`src/rtl/ft2232_pkg.sv`:
```
// Shared types and constants for the FT2232H synchronous-FIFO device model.
package ft2232_pkg;

  typedef logic [7:0] byte_t;

  typedef enum logic [0:0] {
    BUS_HIZ   = 1'b0,
    BUS_DRIVE = 1'b1
  } bus_state_t;

  typedef enum logic [0:0] {
    TX_OPEN = 1'b0,
    TX_GAP  = 1'b1
  } gap_state_t;

  // TXE# deasserts while fewer than this many TX entries are free, leaving
  // room for the one write the controller may already have in flight.
  localparam int TXE_SLACK = 2;

endpackage

```
`src/rtl/ft2232_model_buf.sv`:
```
// Single-clock first-word-fall-through byte FIFO with synchronous flush.
// count_next exposes the occupancy that will hold after the current edge.
module ft2232_model_buf
  import ft2232_pkg::*;
#(
  parameter int ASIZE = 4
) (
  input  logic         clk,
  input  logic         rst,
  input  logic         flush,
  input  logic         push,
  input  byte_t        push_data,
  input  logic         pop,
  output byte_t        head,
  output logic [ASIZE:0] count_next,
  output logic         full,
  output logic         empty
);

  localparam int DEPTH = 1 << ASIZE;
  localparam logic [ASIZE:0] COUNT_ONE = (ASIZE+1)'(1);
  localparam logic [ASIZE-1:0] PTR_ONE = ASIZE'(1);

  byte_t            mem [DEPTH];
  logic [ASIZE-1:0] wr_ptr;
  logic [ASIZE-1:0] rd_ptr;
  logic [ASIZE:0]   count;
  logic             push_ok;
  logic             pop_ok;

  assign full    = (count == (ASIZE+1)'(DEPTH));
  assign empty   = (count == '0);
  assign push_ok = push && !full;
  assign pop_ok  = pop && !empty;
  assign head    = mem[rd_ptr];

  always_comb begin
    count_next = count;
    if (flush) begin
      count_next = '0;
    end else begin
      case ({push_ok, pop_ok})
        2'b10:   count_next = count + COUNT_ONE;
        2'b01:   count_next = count - COUNT_ONE;
        default: count_next = count;
      endcase
    end
  end

  always_ff @(posedge clk) begin
    if (push_ok) begin
      mem[wr_ptr] <= push_data;
    end
  end

  always_ff @(posedge clk or posedge rst) begin
    if (rst) begin
      wr_ptr <= '0;
      rd_ptr <= '0;
      count  <= '0;
    end else if (flush) begin
      wr_ptr <= '0;
      rd_ptr <= '0;
      count  <= '0;
    end else begin
      if (push_ok) wr_ptr <= wr_ptr + PTR_ONE;
      if (pop_ok)  rd_ptr <= rd_ptr + PTR_ONE;
      count <= count_next;
    end
  end

endmodule

```
`src/rtl/ft2232_fifo_responder.sv`:
```
// Device-side FT2232H 245 synchronous FIFO responder: serves controller reads
// from an RX buffer, accepts controller writes into a TX buffer.
module ft2232_fifo_responder
  import ft2232_pkg::*;
#(
  parameter int RX_ASIZE       = 4,
  parameter int TX_ASIZE       = 4,
  parameter int TXE_GAP_EVERY  = 0,
  parameter int TXE_GAP_CYCLES = 4
) (
  input  logic       fifo_clk_i,
  input  logic       reset_i,
  input  logic       ft2232_reset_n_i,
  input  logic       fifo_oe_n_i,
  input  logic       fifo_rd_n_i,
  input  logic       fifo_wr_n_i,
  input  logic       fifo_siwu_i,
  input  logic [7:0] fifo_data_i,
  output logic [7:0] fifo_data_o,
  output logic       fifo_data_oe_o,
  output logic       fifo_rxf_n_o,
  output logic       fifo_txe_n_o,
  input  logic       host_wr_en_i,
  input  logic [7:0] host_wr_data_i,
  output logic       host_full_o,
  input  logic       host_rd_en_i,
  output logic [7:0] host_rd_data_o,
  output logic       host_empty_o,
  output logic       tx_overflow_o,
  output logic       protocol_err_o
);

  localparam logic [TX_ASIZE:0] TX_DEPTH = (TX_ASIZE+1)'(1 << TX_ASIZE);
  localparam logic [15:0] GAP_EVERY_LAST  = 16'(TXE_GAP_EVERY - 1);
  localparam logic [15:0] GAP_CYCLES_LAST = 16'(TXE_GAP_CYCLES - 1);

  logic flush;
  logic strobe_err;
  logic bus_pop;
  logic bus_push;
  logic tx_push_ok;

  byte_t              rx_head;
  logic [RX_ASIZE:0]  rx_count_next;
  logic               rx_full;
  logic               rx_empty;
  logic [TX_ASIZE:0]  tx_count_next;
  logic [TX_ASIZE:0]  tx_free_next;
  logic               tx_full;

  bus_state_t  bus_state;
  gap_state_t  gap_state;
  gap_state_t  gap_next;
  logic [15:0] push_cnt;
  logic [15:0] push_cnt_next;
  logic [15:0] gap_cnt;
  logic [15:0] gap_cnt_next;

  // SIWU has no effect on this model.
  logic unused_siwu;
  assign unused_siwu = fifo_siwu_i;

  assign flush      = !ft2232_reset_n_i;
  assign strobe_err = (!fifo_rd_n_i && !fifo_wr_n_i) ||
                      (!fifo_wr_n_i && !fifo_oe_n_i) ||
                      (!fifo_rd_n_i &&  fifo_oe_n_i);
  // rx_empty guards the edge after the last pop, where RXF# is still low.
  assign bus_pop    = !fifo_rd_n_i && !fifo_oe_n_i && !fifo_rxf_n_o &&
                      !rx_empty && !strobe_err;
  assign bus_push   = !fifo_wr_n_i && fifo_oe_n_i && !strobe_err;
  assign tx_push_ok = bus_push && !tx_full;

  assign fifo_data_oe_o = (bus_state == BUS_DRIVE);
  assign host_full_o    = rx_full;
  assign tx_free_next   = TX_DEPTH - tx_count_next;

  ft2232_model_buf #(.ASIZE(RX_ASIZE)) u_rx_buf (
    .clk        (fifo_clk_i),
    .rst        (reset_i),
    .flush      (flush),
    .push       (host_wr_en_i),
    .push_data  (host_wr_data_i),
    .pop        (bus_pop),
    .head       (rx_head),
    .count_next (rx_count_next),
    .full       (rx_full),
    .empty      (rx_empty)
  );

  ft2232_model_buf #(.ASIZE(TX_ASIZE)) u_tx_buf (
    .clk        (fifo_clk_i),
    .rst        (reset_i),
    .flush      (flush),
    .push       (bus_push),
    .push_data  (fifo_data_i),
    .pop        (host_rd_en_i),
    .head       (host_rd_data_o),
    .count_next (tx_count_next),
    .full       (tx_full),
    .empty      (host_empty_o)
  );

  // Gap FSM: only pushes accepted while open count toward the next gap.
  always_comb begin
    gap_next      = gap_state;
    push_cnt_next = push_cnt;
    gap_cnt_next  = gap_cnt;
    if (TXE_GAP_EVERY != 0) begin
      case (gap_state)
        TX_OPEN: begin
          if (tx_push_ok) begin
            if (push_cnt == GAP_EVERY_LAST) begin
              gap_next      = TX_GAP;
              push_cnt_next = '0;
              gap_cnt_next  = '0;
            end else begin
              push_cnt_next = push_cnt + 16'd1;
            end
          end
        end
        TX_GAP: begin
          if (gap_cnt == GAP_CYCLES_LAST) begin
            gap_next     = TX_OPEN;
            gap_cnt_next = '0;
          end else begin
            gap_cnt_next = gap_cnt + 16'd1;
          end
        end
        default: gap_next = TX_OPEN;
      endcase
    end
  end

  always_ff @(posedge fifo_clk_i or posedge reset_i) begin
    if (reset_i) begin
      bus_state      <= BUS_HIZ;
      gap_state      <= TX_OPEN;
      push_cnt       <= '0;
      gap_cnt        <= '0;
      fifo_data_o    <= '0;
      fifo_rxf_n_o   <= 1'b1;
      fifo_txe_n_o   <= 1'b1;
      tx_overflow_o  <= 1'b0;
      protocol_err_o <= 1'b0;
    end else if (flush) begin
      bus_state      <= BUS_HIZ;
      gap_state      <= TX_OPEN;
      push_cnt       <= '0;
      gap_cnt        <= '0;
      fifo_data_o    <= '0;
      fifo_rxf_n_o   <= 1'b1;
      fifo_txe_n_o   <= 1'b1;
      tx_overflow_o  <= 1'b0;
      protocol_err_o <= 1'b0;
    end else begin
      bus_state <= fifo_oe_n_i ? BUS_HIZ : BUS_DRIVE;
      gap_state <= gap_next;
      push_cnt  <= push_cnt_next;
      gap_cnt   <= gap_cnt_next;
      if (bus_pop) fifo_data_o <= rx_head;
      fifo_rxf_n_o <= (rx_count_next == '0) && !bus_pop;
      fifo_txe_n_o <= (tx_free_next < (TX_ASIZE+1)'(TXE_SLACK)) || (gap_next == TX_GAP);
      if (bus_push && tx_full) tx_overflow_o <= 1'b1;
      if (strobe_err) protocol_err_o <= 1'b1;
    end
  end

endmodule

```
`config.mk`:
```
export PLATFORM = sky130hd
export DESIGN_NAME = ft2232_fifo_responder
export DESIGN_NICKNAME = d
export VERILOG_FILES = /design/src/rtl/ft2232_pkg.sv /design/src/rtl/ft2232_model_buf.sv /design/src/rtl/ft2232_fifo_responder.sv
export SDC_FILE = /design/constraint.sdc
export NUM_CORES = 1
export LEC_CHECK = 0
export ABC_AREA = 1
export BUFFER_PORTS_ARGS = -buffer_cell sky130_fd_sc_hd__buf_2
export CAP_MARGIN = 10
export CORE_ASPECT_RATIO = 1.4
export CORE_MARGIN = 3
export CORE_UTILIZATION = 40
export DETAILED_ROUTE_END_ITERATION = 6
export PLACE_DENSITY = 0.67
export SETUP_SLACK_MARGIN = 0.1
export SLEW_MARGIN = 20
export SYNTH_ARGS = -nofsm -noshare
export SYNTH_HDL_FRONTEND = slang
export SYNTH_SLANG_ARGS = --single-unit
```
`constraint.sdc`:
```
create_clock -name fifo_clk_i -period 4.85 [get_ports fifo_clk_i]
set_clock_uncertainty 0.1 [all_clocks]
set_input_delay 0.7275 -clock fifo_clk_i [delete_from_list [all_inputs] [get_ports fifo_clk_i]]
set_output_delay 0.7275 -clock fifo_clk_i [all_outputs]
set_load 0.02 [all_outputs]
```
; ---- Word-level counts from Yosys, hierarchy flattened
; Memory sizes are Yosys's and may differ from the RTL's.
; Index checks and enable logic that the tools add are counted.
; Widths: inputs -> output; s select.
[classes]
add_sub_neg = 9
n_lt_le_gt_ge = 1
n_eq_ne = 13
mux = 28
n_reduce_logical = 30
[op_table]
columns = cell, n
row1 = $mux 4, 8
row2 = $mux 5, 4
row3 = $pmux 5 s2, 2
row4 = $add 4x1->4 const B, 4
row5 = $mux 8, 2
row6 = $logic_and 1x1->1, 15
row7 = $logic_not 5->1, 3
row8 = $ne 2x1->1 const B, 7
row9 = $mux 1, 12
row10 = $add 5x1->5 const B, 2
row11 = $eq 5x5->1 const B, 2
row12 = $logic_not 1->1, 10
row13 = $sub 5x1->5 const B, 2
row14 = $lt 5x2->1 const B, 1
row15 = $sub 5x5->5 const A, 1
row16 = $eq 2x1->1 const B, 2
row17 = $eq 2x2->1 const B, 2
row18 = $logic_or 1x1->1, 2
[totals]
reg_bits = 39
ram_bits = 256
inputBits = 25
out_inout_bits = 23
wordCells = 95
memories = 2
[memory_table]
columns = name, words, width, rd, rd_ports_with_merged_regs, wr, line_no
row1 = u_rx_buf.mem, 16, 8, 1, 0, 1, ft2232_model_buf.sv:24  ; byte_t mem [DEPTH];
row2 = u_tx_buf.mem, 16, 8, 1, 0, 1, ft2232_model_buf.sv:24

; ---- Longest topological paths before layout
[logic_depth]
word_depth = 13
ltp_mapped = 21
ltp_nobuf = 21

; ---- Modules after synthesis
; A second synthesis with hierarchy kept.
[hier_totals]
hier_cells = 1020
hier_area_um2 = 12678.4
[by_module_without_submodules]
columns = module, instances, cells_per_inst, area_each_um2
row1 = ft2232_model_buf at u_tx_buf, 1, 472, 6025.8
row2 = ft2232_model_buf at u_rx_buf, 1, 469, 6002.0
row3 = ft2232_fifo_responder, 1, 79, 650.6

; ---- Worst setup path before layout
; No wires, ideal clock.
[synth_timing]
path_type = input to register
from = input fifo_oe_n_i
to = register fifo_txe_n_o
arrival_time_ns = 2.618
required_time_ns = 4.687
path_slack_ns = 2.069
cell_stages = 15
n_path_buf = 0
path_cell_list = inv_2 nor3_2 nand2_4 ha_1 inv_1 nor2_1 nor3_1 inv_2 ha_1 nand3b_1 a21oi_2 nand2_1 nor2_1 nand2_1 nand2_1
[synth_via]
elab_chain_cells = 13
word_cells_on_any_way = 16
[synth_rtl]
columns = element, line_no
row1 = "start, declared", ft2232_fifo_responder.sv:14  ; input logic fifo_oe_n_i,
row2 = $logic_not 1->1, ft2232_fifo_responder.sv:65  ; (!fifo_wr_n_i && !fifo_oe_n_i) ||
row3 = $logic_and 1x1->1, ft2232_fifo_responder.sv:65
row4 = $logic_or 1x1->1, ft2232_fifo_responder.sv:64  ; assign strobe_err = (!fifo_rd_n_i && !fifo_wr_n_i) ||
row5 = $logic_or 1x1->1, ft2232_fifo_responder.sv:65
row6 = $logic_not 1->1, ft2232_fifo_responder.sv:70  ; assign bus_push = !fifo_wr_n_i && fifo_oe_n_i && !strobe_err;
row7 = $logic_and 1x1->1 (*), ft2232_fifo_responder.sv:70
row8 = $logic_and 1x1->1 (*), -
row9 = $eq 2x1->1 / $eq 2x2->1 (equally long branches), ft2232_model_buf.sv:42  ; case ({push_ok, pop_ok})
row10 = $pmux 5 s2 (*), ft2232_model_buf.sv:42
row11 = $mux 5 (*), ft2232_model_buf.sv:39  ; if (flush) begin
row12 = $sub 5x5->5 (*), ft2232_fifo_responder.sv:75  ; assign tx_free_next = TX_DEPTH - tx_count_next;
row13 = $lt 5x2->1 (*), ft2232_fifo_responder.sv:162  ; fifo_txe_n_o <= (tx_free_next < (TX_ASIZE+1)'(TXE_SLACK)) || (gap_next == TX_GAP);
row14 = $mux 1 (*), ft2232_fifo_responder.sv:145  ; end else if (flush) begin
row15 = "end signal, assigned", ft2232_fifo_responder.sv:162
row16 = "end, declared", ft2232_fifo_responder.sv:22  ; output logic fifo_txe_n_o,
; Mark *: on every way between the ends. The rest lies on a longest branch, timed or not.
; A chain may end at the register's enable or synchronous reset.

; ---- Worst setup path in the final report
[layout_timing]
from = register u_tx_buf.rd_ptr[0]
to = output host_rd_data_o[0]
[layout_via]
elab_chain_cells = 1
[layout_rtl]
columns = element, line_no
row1 = "start, declared", ft2232_model_buf.sv:26  ; logic [ASIZE-1:0] rd_ptr;
row2 = "start signal, assigned", ft2232_model_buf.sv:67  ; if (pop_ok) rd_ptr <= rd_ptr + PTR_ONE;
row3 = $mem_v2 16x8, -
row4 = "end, declared", ft2232_fifo_responder.sv:27  ; output logic [7:0] host_rd_data_o,
; No other way between the ends.

==> results.py <==
metrics = {
    "clock_tree": {
        "cts-resized-gates": 0,
        "clock_sinks": 295,
        "cts.htree.levels": 1,
        "cts-hold-fix-buffers": 0,
        "numCtsBuffers": 29,
        "cts_setup_buffers": 0,
        "root_buffer": "clkbuf_16",
        "cts_tree": "done",
        "cts.clk_slew.worst_paths_ns": 0.06,
        "clock_latency_ns": 0.54,
        "cts_max_path_buffers": 3,
    },
    "status": {
        "status": "completed",
    },
    "routing": {
        "drt-pass1-iter-count": 6,
        "wl_per_cell_um": 18.66,
        "drt_iter0_markers": 437,
        "viasPerCell": 5.356,
        "via_count": 7884,
        "route.detailed.drc": 0,
        "ant_nets": 0,
        "totalWireLength_mm": 27.47,
    },
    "critical_path": {
        "crit_path_start_kind": "flip-flop",
        "required_ns": 4.02,
        "worstRegToRegCells": 17,
        "critPathMaxFanout": 65,
        "cp-end-kind": "output pin",
        "critPathKind": "reg2out",
        "cp.arrival_ns": 2.64,
    },
    "timing": {
        "fmax_mhz": 288.3,
        "rsz0062_at_grt": "no",
        "setup_tns_ns": 0,
        "fin_crit_ns": 3.469,
        "setup_viol": 0,
        "hold_ws_ns": 0.1954,
        "drv_slew": 0,
        "finalCritPeriodShare": 0.7152,
        "worst_pin_slew_ns": 0.8839,
        "relSlewSlack": 0.4086,
        "hold_viol": 0,
    },
    "synthesis": {
        "synthXorXnorAreaFrac": 0.004307,
        "synth_edf_count": 256,
        "synthesis.area_um2": 12490,
        "yosys.area_share.simple": 0.1128,
        "synth_top_area_cell": "edfxtp_1",
        "syn_area_per_cell_um2": 12.18,
        "ys_types": 42,
        "synth.mux.area_fraction": 0.02564,
        "synth_top_family_by_area": "simple AND/OR/NAND/NOR gates",
        "synth_compound_area_frac": 0.1063,
        "synth_top_area_share": 0.6154,
        "synth.area.top_cells": "edfxtp_1 (62%), dfrtp_1 (7.4%), nand2_1 (4.0%)",
        "synthCells": 1026,
        "synthAdderAreaFrac": 0.01502,
        "synth-seq-cells": 295,
        "synth-seq-area-share": 0.6937,
        "synth_flop_cell": "edfxtp_1",
        "ys_async_sr_fraction": 0.1322,
        "syn-num-nets": 1066,
        "yosys_warnings": 0,
    },
    "placement": {
        "place_congestion": 0.7802,
        "dp_hpwl_mm": 18.08,
        "dpl_cell_area_um2": 13100,
        "io_buffers": 46,
    },
    "grt": {
        "met2_usage": 0.2838,
        "grt_max_degree": 66,
        "antenna_found_initial": 0,
        "grt_pass1_vias": 7886,
        "grtUsageMet3": 0.02012,
        "top_usage_layer": "met2",
        "met1_usage": 0.1791,
        "grt_overflow": 0,
        "grt_pass1_wl_mm": 42.13,
        "grtUsageTotal": 0.1592,
    },
    "die": {
        "die_y_um": 215.1,
        "row_count": 75,
        "die_width_um": 155.4,
        "ios": 48,
        "coreArea_um2": 30400,
        "start_util": 0.4109,
        "dieArea_um2": 33420,
    },
    "finish": {
        "fillers": 2756,
        "drive_gt1_frac": 0.1270,
        "n_antenna_cell": 0,
        "fin_area_um2": 14000,
        "register_area_um2": 8671,
        "fin_nets": 1106,
        "multi_input_area_um2": 3298,
        "area_growth_pct": 12.05,
    },
    "power_and_ir_drop": {
        "p_per_area_nw_per_um2": 441.4,
        "power.leakage_uw": 0.005198,
        "ir_drop_v": 0.0003858,
    },
    "job": {
        "maxCapViolCount": 0,
    },
    "worst_hold_path": {
        "hold_path_class": "in2async",
    },
}
worst max-delay path, stage by stage, from the launching register on:
cell and delay [ns]:
dfrtp_4 0.93, buf_4 0.39, a21oi_1 0.11, o21ai_0 0.12, o211ai_1 0.12, o211ai_1 0.17
nand2_1 0.07, buf_2 0.17
area by class of cell:
cell class	instances	area share
clock inverter	18	0.008671
clock buffer	34	0.05533
sequential	295	0.6195
inverter	90	0.02467
multi-input combinational	594	0.2356
timing repair buffer	56	0.02181
tap	385	0.03441
power breakdown:
part           switching, uW  internal, uW  total, uW
clock                    913          1190       2100
combinational            737           396       1130
sequential               111          2830       2940
flip-flops by register name (all words and copies together), names as in the netlist:
name,count
fifo_data_oe_o,1
fifo_txe_n_o,1
u_tx_buf.mem,128
tx_overflow_o,1
u_tx_buf.count,5
u_rx_buf.mem,128
u_rx_buf.wr_ptr,4
u_rx_buf.count,5
u_tx_buf.wr_ptr,4
u_tx_buf.rd_ptr,4
u_rx_buf.rd_ptr,4
fifo_data_o,8
protocol_err_o,1
fifo_rxf_n_o,1
synthesized netlist by cell type (11+ instances only):
cell type	number
edfxtp_1	256
nand2_1	132
o21ai_0	96
nor2_1	88
inv_1	80
a21oi_1	66
nand3_1	45
clkbuf_1	41
dfrtp_1	37
mux2i_1	32
o211ai_1	32
ha_1	15
o221ai_1	11
worst paths after layout:
check	slack, ns	end	start
max	1.38	host_rd_data_o[0]	u_tx_buf.rd_ptr[0]
min	0.20	fifo_data_oe_o	reset_i
max reg2reg	1.99	fifo_txe_n_o	u_tx_buf.count[1]
min reg2reg	0.40	tx_overflow_o	tx_overflow_o
max in group asynchronous	4.02	u_tx_buf.rd_ptr[0]	reset_i
min in group fifo_clk_i	0.26	fifo_data_oe_o	fifo_oe_n_i
stage by stage:
stage | setup WS, ns | utilization | instances | total power (uW)
6_report | 1.381 | 0.4604 | 1472 | 6178
2_1_floorplan | 2.069 | - | 1026 | 3806
5_1_grt | 1.239 | 0.4604 | 1472 | 6454
3_3_place_gp | 1.673 | 0.4309 | 1420 | 4112
4_1_cts | 1.340 | 0.4604 | 1472 | 6238
3_5_place_dp | 1.654 | 0.4309 | 1420 | 4144
placed cells by master (no fill, tap or decap), types with 29 or more instances in the layout:
cell type,Yosys,layout
mux2i_1,32,32
o211ai_1,32,32
inv_1,80,79
clkbuf_16,0,29
a21oi_1,66,66
o21ai_0,96,96
dfrtp_1,37,35
edfxtp_1,256,256
nor2_1,88,88
buf_2,5,46
nand2_1,132,132
nand3_1,45,45
kinds of logic after synthesis:
logic type,Yosys count
compound gates,228
xor+xnor,4
fa+ha+maj,15
buf+inv,137
flops,295
mux,32
simple gates,315
routing by layer:
| layer | share of wire | vias up |
|---|---|---|
| li1 | - | 3769 |
| met1 | 0.38 | 3769 |
| met2 | 0.51 | 260 |
| met3 | 0.051 | 86 |
| met4 | 0.064 | 0 |
| met5 | 0 | - |
Power figures use the tool's default switching activity.
